**config.mk**
```make
export PLATFORM = sky130hd
export DESIGN_NAME = reg_bus_arbiter
export DESIGN_NICKNAME = d
export VERILOG_FILES = /design/src/rtl/reg_bus_arbiter_pkg.sv /design/src/rtl/reg_bus_arbiter_rr_arb.sv /design/src/rtl/reg_bus_arbiter.sv
export SDC_FILE = /design/constraint.sdc
export NUM_CORES = 1
export LEC_CHECK = 0
export CAP_MARGIN = 20
export CORE_AREA = 2 2 187 189
export CTS_CLUSTER_SIZE = 28
export DETAILED_ROUTE_END_ITERATION = 6
export DIE_AREA = 0 0 189 191
export PLACE_DENSITY = 0.58
export SYNTH_ARGS = -nofsm -noshare
export SYNTH_HDL_FRONTEND = slang
export SYNTH_SLANG_ARGS = --single-unit
export TNS_END_PERCENT = 50
```
**constraint.sdc**
```tcl
create_clock -name clk -period 3 [get_ports clk]
set_input_delay 0.3 -clock clk [delete_from_list [all_inputs] [get_ports clk]]
set_output_delay 0.3 -clock clk [all_outputs]
set_load 0.01 [all_outputs]
```
**src/rtl/reg_bus_arbiter_pkg.sv**
```systemverilog
// Shared types and constants for the tile register-bus arbiter.
// The optional read timeout is enabled by defining REG_BUS_TIMEOUT_EN.
package reg_bus_arbiter_pkg;

    // Number of components on the register bus; comp ids at or above this are rejected.
    localparam int ID_LAST    = 8;
    localparam int COMP_IDX_W = $clog2(ID_LAST);

    typedef logic [31:0] reg_data_t;

    // One single-beat register access as presented by a requester.
    typedef struct packed {
        logic      write;
        logic [7:0] comp;
        logic [7:0] addr;
        reg_data_t wdata;
    } reg_bus_req_t;

    // Data returned when a read times out or the component id is out of range.
    localparam reg_data_t REG_BUS_TIMEOUT_DATA = 32'hDEAD_BEEF;

    typedef enum logic [2:0] {
        ST_IDLE,
        ST_WR,
        ST_AR,
        ST_RWAIT,
        ST_RESP
    } arb_state_t;

    localparam logic [7:0] COMP_LIMIT = 8'(ID_LAST);

    function automatic logic comp_in_range(input logic [7:0] comp);
        return comp < COMP_LIMIT;
    endfunction

endpackage

```
**src/rtl/reg_bus_arbiter_rr_arb.sv**
```systemverilog
// Rotating-priority one-hot grant for N_REQ requesters. The search starts at
// the pointer and wraps; the pointer moves past the winner only when the
// grant is actually accepted, so a held request is served within N_REQ-1
// other transactions.
module reg_bus_rr_arb #(
    parameter int N_REQ = 2
) (
    input  logic                     clk,
    input  logic                     rstn,
    input  logic [N_REQ-1:0]         req_valid,
    input  logic                     accept,
    output logic [N_REQ-1:0]         grant,
    output logic [$clog2(N_REQ)-1:0] grant_idx,
    output logic                     grant_any
);
    localparam int IDX_W = $clog2(N_REQ);
    localparam logic [IDX_W-1:0] LAST_IDX = IDX_W'(N_REQ - 1);

    logic [IDX_W-1:0] ptr_q, ptr_d;
    logic [IDX_W-1:0] cand;

    function automatic logic [IDX_W-1:0] rot_idx(input logic [IDX_W-1:0] base, input int offset);
        int sum;
        sum = int'(base) + offset;
        if (sum >= N_REQ) sum = sum - N_REQ;
        return IDX_W'(sum);
    endfunction

    // Pick the first valid requester at or after the pointer.
    always_comb begin
        // NOTE: every variable gets a default before the loop so no path leaves it unassigned (no latch).
        grant     = '0;
        grant_idx = '0;
        grant_any = 1'b0;
        cand      = '0;
        for (int k = 0; k < N_REQ; k++) begin
            cand = rot_idx(ptr_q, k);
            if (!grant_any && req_valid[cand]) begin
                grant_any   = 1'b1;
                grant_idx   = cand;
                grant[cand] = 1'b1;
            end
        end
    end

    // Advance the pointer to the requester after the accepted winner.
    always_comb begin
        ptr_d = ptr_q;
        if (accept) begin
            ptr_d = (grant_idx == LAST_IDX) ? '0 : grant_idx + 1'b1;
        end
    end

    // Pointer register.
    always_ff @(posedge clk or negedge rstn) begin
        // NOTE: sequential state uses non-blocking assignments so all flops update from pre-edge values.
        if (!rstn) ptr_q <= '0;
        else       ptr_q <= ptr_d;
    end

endmodule

```
**src/rtl/reg_bus_arbiter.sv**
```systemverilog
// Shares a tile's component register bus between N_REQ requesters, one
// single-beat 32b read or write at a time, with round-robin fairness.
// Define REG_BUS_TIMEOUT_EN to bound the read wait to TIMEOUT_CYCLES cycles,
// after which an error response carrying TIMEOUT_DATA is returned.
module reg_bus_arbiter
    import reg_bus_arbiter_pkg::*;
#(
    parameter int        N_REQ          = 2,
    parameter int        TIMEOUT_CYCLES = 1024,
    parameter reg_data_t TIMEOUT_DATA   = REG_BUS_TIMEOUT_DATA
) (
    input  logic                          clk,
    input  logic                          rstn,
    input  logic [N_REQ-1:0]              req_valid,
    output logic [N_REQ-1:0]              req_ready,
    input  reg_bus_req_t [N_REQ-1:0]      req,
    output logic [N_REQ-1:0]              resp_valid,
    input  logic [N_REQ-1:0]              resp_ready,
    output reg_data_t                     resp_data,
    output logic                          resp_err,
    output logic [15:0]                   reg_bus_waddr,
    output reg_data_t                     reg_bus_wdata,
    output logic [ID_LAST-1:0]            reg_bus_wvalid,
    output logic [ID_LAST-1:0]            reg_bus_arvalid,
    output logic [15:0]                   reg_bus_araddr,
    input  logic [ID_LAST-1:0]            reg_bus_rvalid,
    input  reg_data_t [ID_LAST-1:0]       reg_bus_rdata
);
    localparam int IDX_W = $clog2(N_REQ);

    if (N_REQ < 2 || TIMEOUT_CYCLES < 1) begin : g_bad_params
        $error("reg_bus_arbiter: N_REQ must be >= 2 and TIMEOUT_CYCLES >= 1");
    end

    arb_state_t              state_q, state_d;
    logic [N_REQ-1:0]        grant_q, grant_d;
    logic [COMP_IDX_W-1:0]   comp_q, comp_d;
    logic [7:0]              addr_q, addr_d;
    reg_data_t               wdata_q, wdata_d;
    reg_data_t               data_q, data_d;
    logic                    err_q, err_d;

    logic [N_REQ-1:0]        grant;
    logic [IDX_W-1:0]        grant_idx;
    logic                    grant_any;
    logic                    accept;
    reg_bus_req_t            sel_req;
    logic                    sel_bad;
    logic                    resp_hs;
    logic                    rd_return;
    logic [ID_LAST-1:0]      comp_onehot;

`ifdef REG_BUS_TIMEOUT_EN
    localparam int TMO_W = $clog2(TIMEOUT_CYCLES + 1);
    localparam logic [TMO_W-1:0] TMO_LAST = TMO_W'(TIMEOUT_CYCLES - 1);
    logic [TMO_W-1:0]        tmo_cnt_q, tmo_cnt_d;
    logic                    tmo_expired;
    assign tmo_expired = (tmo_cnt_q == TMO_LAST);
`endif

    assign accept      = (state_q == ST_IDLE) && grant_any;
    assign sel_req     = req[grant_idx];
    assign sel_bad     = !comp_in_range(sel_req.comp);
    assign resp_hs     = |(resp_ready & grant_q);
    assign rd_return   = reg_bus_rvalid[comp_q];
    assign comp_onehot = {{(ID_LAST-1){1'b0}}, 1'b1} << comp_q;

    reg_bus_rr_arb #(
        .N_REQ (N_REQ)
    ) u_rr_arb (
        .clk       (clk),
        .rstn      (rstn),
        .req_valid (req_valid),
        .accept    (accept),
        .grant     (grant),
        .grant_idx (grant_idx),
        .grant_any (grant_any)
    );

    // State register; reset aborts any transaction in flight without a response.
    always_ff @(posedge clk or negedge rstn) begin
        if (!rstn) state_q <= ST_IDLE;
        else       state_q <= state_d;
    end

    // Next-state logic: one transaction at a time, IDLE -> strobe -> (wait) -> RESP.
    always_comb begin
        state_d = state_q;
        unique case (state_q)
            ST_IDLE: begin
                if (grant_any) begin
                    if (sel_bad)            state_d = ST_RESP;
                    else if (sel_req.write) state_d = ST_WR;
                    else                    state_d = ST_AR;
                end
            end
            ST_WR:    state_d = ST_RESP;
            ST_AR:    state_d = ST_RWAIT;
            ST_RWAIT: begin
                if (rd_return) state_d = ST_RESP;
`ifdef REG_BUS_TIMEOUT_EN
                else if (tmo_expired) state_d = ST_RESP;
`endif
            end
            ST_RESP:  if (resp_hs) state_d = ST_IDLE;
            default:  state_d = ST_IDLE;
        endcase
    end

    // Datapath next values: capture the winning request, then the response payload.
    always_comb begin
        grant_d = grant_q;
        comp_d  = comp_q;
        addr_d  = addr_q;
        wdata_d = wdata_q;
        data_d  = data_q;
        err_d   = err_q;
`ifdef REG_BUS_TIMEOUT_EN
        tmo_cnt_d = tmo_cnt_q;
`endif
        unique case (state_q)
            ST_IDLE: begin
                if (grant_any) begin
                    grant_d = grant;
                    comp_d  = sel_req.comp[COMP_IDX_W-1:0];
                    addr_d  = sel_req.addr;
                    wdata_d = sel_req.wdata;
                    data_d  = sel_bad ? TIMEOUT_DATA : '0;
                    err_d   = sel_bad;
                end
            end
`ifdef REG_BUS_TIMEOUT_EN
            ST_AR: tmo_cnt_d = '0;
`endif
            ST_RWAIT: begin
                if (rd_return) begin
                    data_d = reg_bus_rdata[comp_q];
                    err_d  = 1'b0;
                end
`ifdef REG_BUS_TIMEOUT_EN
                else if (tmo_expired) begin
                    data_d = TIMEOUT_DATA;
                    err_d  = 1'b1;
                end else begin
                    tmo_cnt_d = tmo_cnt_q + 1'b1;
                end
`endif
            end
            default: ;
        endcase
    end

    // Datapath registers; all cleared so every bus output reads 0 in reset.
    always_ff @(posedge clk or negedge rstn) begin
        if (!rstn) begin
            grant_q <= '0;
            comp_q  <= '0;
            addr_q  <= '0;
            wdata_q <= '0;
            data_q  <= '0;
            err_q   <= 1'b0;
        end else begin
            grant_q <= grant_d;
            comp_q  <= comp_d;
            addr_q  <= addr_d;
            wdata_q <= wdata_d;
            data_q  <= data_d;
            err_q   <= err_d;
        end
    end

`ifdef REG_BUS_TIMEOUT_EN
    // Read-wait cycle counter.
    always_ff @(posedge clk or negedge rstn) begin
        if (!rstn) tmo_cnt_q <= '0;
        else       tmo_cnt_q <= tmo_cnt_d;
    end
`endif

    // Outputs decoded from state; strobes are single-cycle because WR/AR last one cycle.
    always_comb begin
        req_ready       = (state_q == ST_IDLE) ? grant : '0;
        resp_valid      = (state_q == ST_RESP) ? grant_q : '0;
        resp_data       = (state_q == ST_RESP) ? data_q : '0;
        resp_err        = (state_q == ST_RESP) && err_q;
        reg_bus_waddr   = {8'b0, addr_q};
        reg_bus_araddr  = {8'b0, addr_q};
        reg_bus_wdata   = wdata_q;
        reg_bus_wvalid  = (state_q == ST_WR) ? comp_onehot : '0;
        reg_bus_arvalid = (state_q == ST_AR) ? comp_onehot : '0;
    end

endmodule

```
==> summary.txt, run 1 <==
Setup path
  • Crit path DAT: 2.27 ns
  • Startpoint types: flip-flop
  • Data required time of the worst path: 2.70 ns
  • R2R depth: 7
  • Worst reg2reg path endpoint: data_q[5]
  • Crit-path max FO: 14
  • Worst r2r src: comp_q[1]
  • CP Capture Type: primary output
  • Crit path kind: reg -> out
  • R2R setup slack: 0.63 ns

Floorplanning
  • Initial Util: 18.4%
  • Die area: 0.0361 mm^2
  • Io pins: 485
  • Site Rows: 68
  • Die Y: 191 um
  • Core ar.: 0.0341 mm^2
  • Die W: 189 um

Synthesis
  • Avg Inst Size Synth: 9.48 um^2
  • Yosys warns: 0
  • Dominant synthesized flop cell: dfrtp_1
  • Library cells used by synthesis: 40
  • Asr flop ratio synth: 100%
  • Synthesized area: 0.00629 mm^2
  • Cells after synthesis: 663
  • Sequential share of the synthesized area: 32.6%
  • #FFs+latches synth: 82
  • Number of flops mapped to enable cells by yosys: 0

Layout
  • Share of cells above drive strength 1: 6.72%
  • Final Instance Count excl. Fillers: 1556
  • Antenna Cells: 0
  • Nets@finish: 1464
  • Area grow syn2layout: 86.6%
  • Design area: 0.0117 mm^2
  • Final core occ: 34.4%

STA
  • Sum of negative setup slack: 0 ns
  • Skew final: 0.00986 ns
  • Slew margin rel.: 29.5%
  • Tcrit/Tclk final: 85.8%
  • Setup slack after layout: 0.425 ns
  • Final hold vios: 0
  • Highest Clock Rate: 0.388 GHz
  • Max Transition Viols Final: 0
  • RSZ-0062 raised after global routing: no
  • Final setup viols: 0
  • Worst-margin pin slew: 1.05 ns
  • Post-route minimum period: 2.57 ns

Power
  • Max VDD drop: 387 uV
  • PD cells: 702 mW/mm^2
  • Pleak: 0.00495 uW

Drt
  • Starting DRC count in detailed routing: 180
  • Routed wire length: 28.9 mm
  • DRT Pass-1 Iters: 4
  • Routed Antenna Nets: 0
  • DR WL/cell: 18.6 um
  • DRC viols: 0
  • Vias: 6703
  • Vias per cell: 4.31

Clocking
  • Clk sinks: 82
  • Clock Tree Buf Depth: 2
  • Total CTS buffers: 9
  • CTS tree: built
  • CTS H-Tree Depth: 3
  • Hold buffers post-CTS: 0
  • Setup bufs post-CTS: 0
  • Reg clk slew, reported paths: 0.07 ns
  • Post-CTS Resized: 0
  • Worst skew pair latency: 0.35 ns
  • Root buffer cell: clkbuf_16

Global route
  • Largest net degree at the start of global routing: 92
  • GRT Overall Usage: 15.5%
  • Number of antenna violations at the first check in global routing: 0
  • Global-route wire length before repair: 42.3 mm
  • Vias in the first global route: 6913
  • Gr ovfl total: 0

Job
  • Max-cap viol count: 0

Placement
  • Placed insts: 1540
  • Placement Setup Slack: 0.251 ns
  • Placed cell area: 0.0114 mm^2
  • Placer Congestion: 0.850
  • Number of port buffers: 468
  • Post-DP HPWL: 23.2 mm

Status
  • Outcome: finished, final reports clean

Worst hold path
  • Hold Path Class: in -> async
cells in the mapped netlist, types with 2 or more instances:
library cell	number	share of area, %
mux2i_1	144	23
dfrtp_1	82	33
a22oi_1	79	9.4
nand2_1	78	4.7
and2_1	37	3.7
clkbuf_1	37	2.2
nor2_1	30	1.8
buf_4	26	3.1
inv_1	26	1.6
a31oi_1	24	2.4
buf_2	17	1.4
mux4_2	16	5.7
o21ai_0	14	1.1
mux2_4	6	1.4
nor3_1	6	0.48
mux2_1	4	0.72
a21o_1	3	0.36
a21oi_1	3	0.24
and3_1	3	0.30
nand2b_1	3	0.30
buf_6	2	0.36
nand3_1	2	0.16
nand3b_1	2	0.24
nor2b_1	2	0.20
or4_1	2	0.24
routing by layer:
layer	wire, um	GRT usage (%)	part of all wire [%]	vias to the layer above
met1	11600	18.3	40	3158
met2	15000	28.3	52	292
li1	-	-	-	3235
met4	376	3.46	1.3	0
met3	1910	3.51	6.6	18
met5	0	0	0	-
critical path, stage by stage, from the launching register on:
cell             delay, ns
dfrtp_1               0.49
nor3_1                0.42
and3_1                0.21
buf_4                 0.21
clkdlybuf4s50_1       0.58
cell families (layout without fill, tap and decap cells):
logic type,after synthesis,count (layout),share of synthesized area [%]
mux,170,170,30.8
simple gates,167,167,12.3
compound gates,134,134,15.6
buf+inv,109,532,8.64
flops,82,82,32.6
other cells,1,16,0.0597
per-stage QoR:
step / power (uW) / hold WS [ns]
after global placement: 7000 / 0.415
after detailed placement: 7020 / 0.420
after floorplan: 4610 / 0.00441
after CTS: 8390 / 0.0375
final: 8230 / 0.00447
after global routing: 8820 / 0.0513
worst max-delay path by stage:
stage | from | endpoint | slack, ns | cells after the start
global placement | req_valid[0] | data_q[15] | 0.33 | 7
CTS | state_q[1] | req_ready[0] | 0.40 | 4
floorplan | comp_q[0] | data_q[22] | 1.03 | 6
finish | state_q[1] | req_ready[0] | 0.43 | 4
detailed placement | req_valid[0] | data_q[23] | 0.25 | 7
global route | state_q[1] | req_ready[0] | 0.27 | 4
layout by cell type, fill, tap and decap left out, types with 2 or more instances in the layout:
cell type        instances
clkdlybuf4s50_1        467
mux2i_1                144
dfrtp_1                 80
a22oi_1                 79
nand2_1                 77
and2_1                  37
nor2_1                  28
inv_1                   26
a31oi_1                 24
buf_4                   19
mux4_2                  16
conb_1                  16
o21ai_0                 14
clkbuf_16                9
nor3_1                   6
mux2_4                   6
mux2_1                   4
buf_12                   4
nand2b_1                 3
and3_1                   3
a21oi_1                  3
a21o_1                   3
nand3_1                  2
nand3b_1                 2
or4_1                    2
nor2b_2                  2
nor2_2                   2
inv_6                    2
clkinv_4                 2
bufinv_16                2
layout make-up:
| type | instances | area [um^2] |
|---|---|---|
| clock inverter | 7 | 111 |
| sequential | 82 | 2060 |
| tap | 455 | 569 |
| fill | 3478 | 22400 |
| multi-input combinational | 487 | 3770 |
| clock buffer | 9 | 225 |
| inverter | 26 | 97.6 |
| timing repair buffer | 490 | 4900 |
sequential cells by signal, summed over array words and instances, names as in the netlist:
name and flops:
data_q 32, state_q 3, u_rr_arb.ptr_q 1, comp_q 3
addr_q 8, grant_q 2, reg_bus_wdata 32, err_q 1
report_power, final:
| group | leakage (uW) | switching, uW | internal (uW) |
|---|---|---|---|
| Combinational | 0.00385 | 2480 | 2700 |
| Sequential | 0.000938 | 294 | 1450 |
| Clock | 0.000163 | 555 | 748 |
(Power assumes the default switching activity.)
==> inputs of run 2 (changes only) <==
Settings changed: CORE_AREA 2 2 187 189 to 10 10 179 181, PLACE_DENSITY 0.58 to 0.65.
==> summary.txt, run 2 (same netlist as run 1, synthesis figures left out) <==
Setup path
  • Worst reg2reg path endpoint: data_q[26]
  • Startpoint types: flip-flop
  • Crit-path max FO: 26
  • Setup crit end: resp_data[16]
  • Crit path kind: reg -> out
  • CP Capture Type: primary output
  • R2R depth: 6
  • CP startpoint: state_q[2]
  • Data required time of the worst path: 2.70 ns
  • R2R setup slack: 0.62 ns
  • Worst r2r src: comp_q[1]
  • Crit path DAT: 2.30 ns

Power
  • Pleak: 0.00494 uW
  • PD cells: 703 mW/mm^2
  • Max VDD drop: 540 uV
  • Switching share of total power: 40.3%
  • Clock power share: 15.6%
  • Flop pwr share: 21.5%
  • P_int: 4880 uW
  • Power Total: 8170 uW
  • Combinational fraction of design power: 62.9%
  • NetSw: 3290 uW

Clocking
  • Post-CTS Resized: 0
  • Clock Tree Buf Depth: 2
  • Reg clk slew, reported paths: 0.07 ns
  • Clk sinks: 82
  • Worst skew pair latency: 0.35 ns
  • Setup bufs post-CTS: 0
  • Total CTS buffers: 9
  • CTS tree: built
  • Root buffer cell: clkbuf_16
  • CTS H-Tree Depth: 3

STA
  • Final hold vios: 0
  • Sum of negative setup slack: 0 ns
  • Worst-margin pin slew: 0.714 ns
  • Final setup viols: 0
  • Max Transition Viols Final: 0
  • Highest Clock Rate: 0.385 GHz
  • Slew margin rel.: 52.4%
  • RSZ-0062 raised after global routing: no
  • Tcrit/Tclk final: 86.6%
  • Skew final: 0.0176 ns
  • Post-route minimum period: 2.60 ns

Global route
  • Number of antenna violations at the first check in global routing: 0
  • Global-route wire length before repair: 45.6 mm
  • Gr ovfl total: 0
  • GRT Overall Usage: 16.4%
  • Vias in the first global route: 7421
  • Largest net degree at the start of global routing: 98

Layout
  • Share of cells above drive strength 1: 6.63%
  • Most frequent cells in the layout: clkdlybuf4s50_1 (467), mux2i_1 (144), dfrtp_1 (80)
  • Antenna Cells: 0
  • Nets@finish: 1464
  • Fillers: 2823
  • Commonest non-fill, non-tap cell in the layout: clkdlybuf4s50_1
  • Area grow syn2layout: 84.8%

Drt
  • Routed wire length: 31.2 mm
  • Routed Antenna Nets: 0
  • DRC viols: 0
  • Starting DRC count in detailed routing: 263
  • DR WL/cell: 21.0 um
  • Vias: 6722
  • Vias per cell: 4.53
  • DRT Pass-1 Iters: 4

Floorplanning
  • Site Rows: 62
  • Die Y: 191 um
  • Core ar.: 0.0285 mm^2
  • Initial Util: 22.1%
  • Die area: 0.0361 mm^2
  • Die W: 189 um
  • Io pins: 485

Placement
  • Post-DP HPWL: 26.2 mm
  • Number of port buffers: 468
  • Placer Congestion: 0.815

Worst hold path
  • Hold Path Class: in -> async

Status
  • Outcome: finished, final reports clean

Job
  • Max-cap viol count: 0
[run 2: power groups by stage]
| stage | Clock (uW) | Sequential (uW) | Combinational (uW) |
|---|---|---|---|
| after floorplan | 0 | 1760 | 2850 |
| after global placement | 0 | 1760 | 5220 |
| after detailed placement | 0 | 1780 | 5200 |
| after CTS | 1320 | 1760 | 5220 |
| after global routing | 1360 | 1810 | 5530 |
| final | 1280 | 1750 | 5140 |
[run 2: layer usage]
layer | share of wire, % | global-route usage [%] | vias up | routed length, um
li1 | - | - | 3220 | -
met3 | 8.2 | 5.16 | 28 | 2570
met4 | 1.8 | 4.91 | 0 | 575
met1 | 38 | 17.8 | 3165 | 12000
met2 | 51 | 29.8 | 309 | 16100
met5 | 0 | 0 | - | 0
[run 2: area by class of cell]
class	instances	area (um^2)	area share, %
timing repair buffer	490	4870	42.0
multi-input combinational	487	3770	32.5
sequential	82	2060	17.7
tap	384	480	4.14
clock buffer	9	225	1.94
clock inverter	7	108	0.926
inverter	26	97.6	0.840
[run 2: through the flow]
stage | utilization, % | setup slack, ns | hold slack [ns] | cells | area, um^2
after floorplan | - | 1.03 | 0.00441 | 678 | 6340
after CTS | 40.8 | 0.370 | 0.437 | 1485 | 11600
final | 40.8 | 0.402 | 0.428 | 1485 | 11600
after global placement | 39.6 | 0.513 | 0.262 | 1468 | 11300
after detailed placement | 39.6 | 0.471 | 0.263 | 1468 | 11300
after global routing | 40.8 | 0.302 | 0.451 | 1485 | 11600
[run 2: worst min path at each step]
stage,startpoint,to,slack [ns],cells after the start
5_1_grt,req[69],reg_bus_wdata[20],0.45,3
6_report,rstn,data_q[17],0.43,2
4_1_cts,rstn,data_q[17],0.44,2
3_3_place_gp,rstn,data_q[17],0.26,1
3_5_place_dp,rstn,data_q[17],0.26,1
2_1_floorplan,rstn,addr_q[0],0.004,0
[run 2: repair_timing]
action	4_1_cts	5_1_grt
hold buffers	1	0
setup endpoints to repair	0	0
endpoints found under the hold margin	28	0
[run 2: worst max-delay path, cell delays in order, from the launching register on]
cell,delay [ns]
dfrtp_1,0.52
nor3b_2,0.30
buf_4,0.33
and2_1,0.20
clkdlybuf4s50_1,0.59
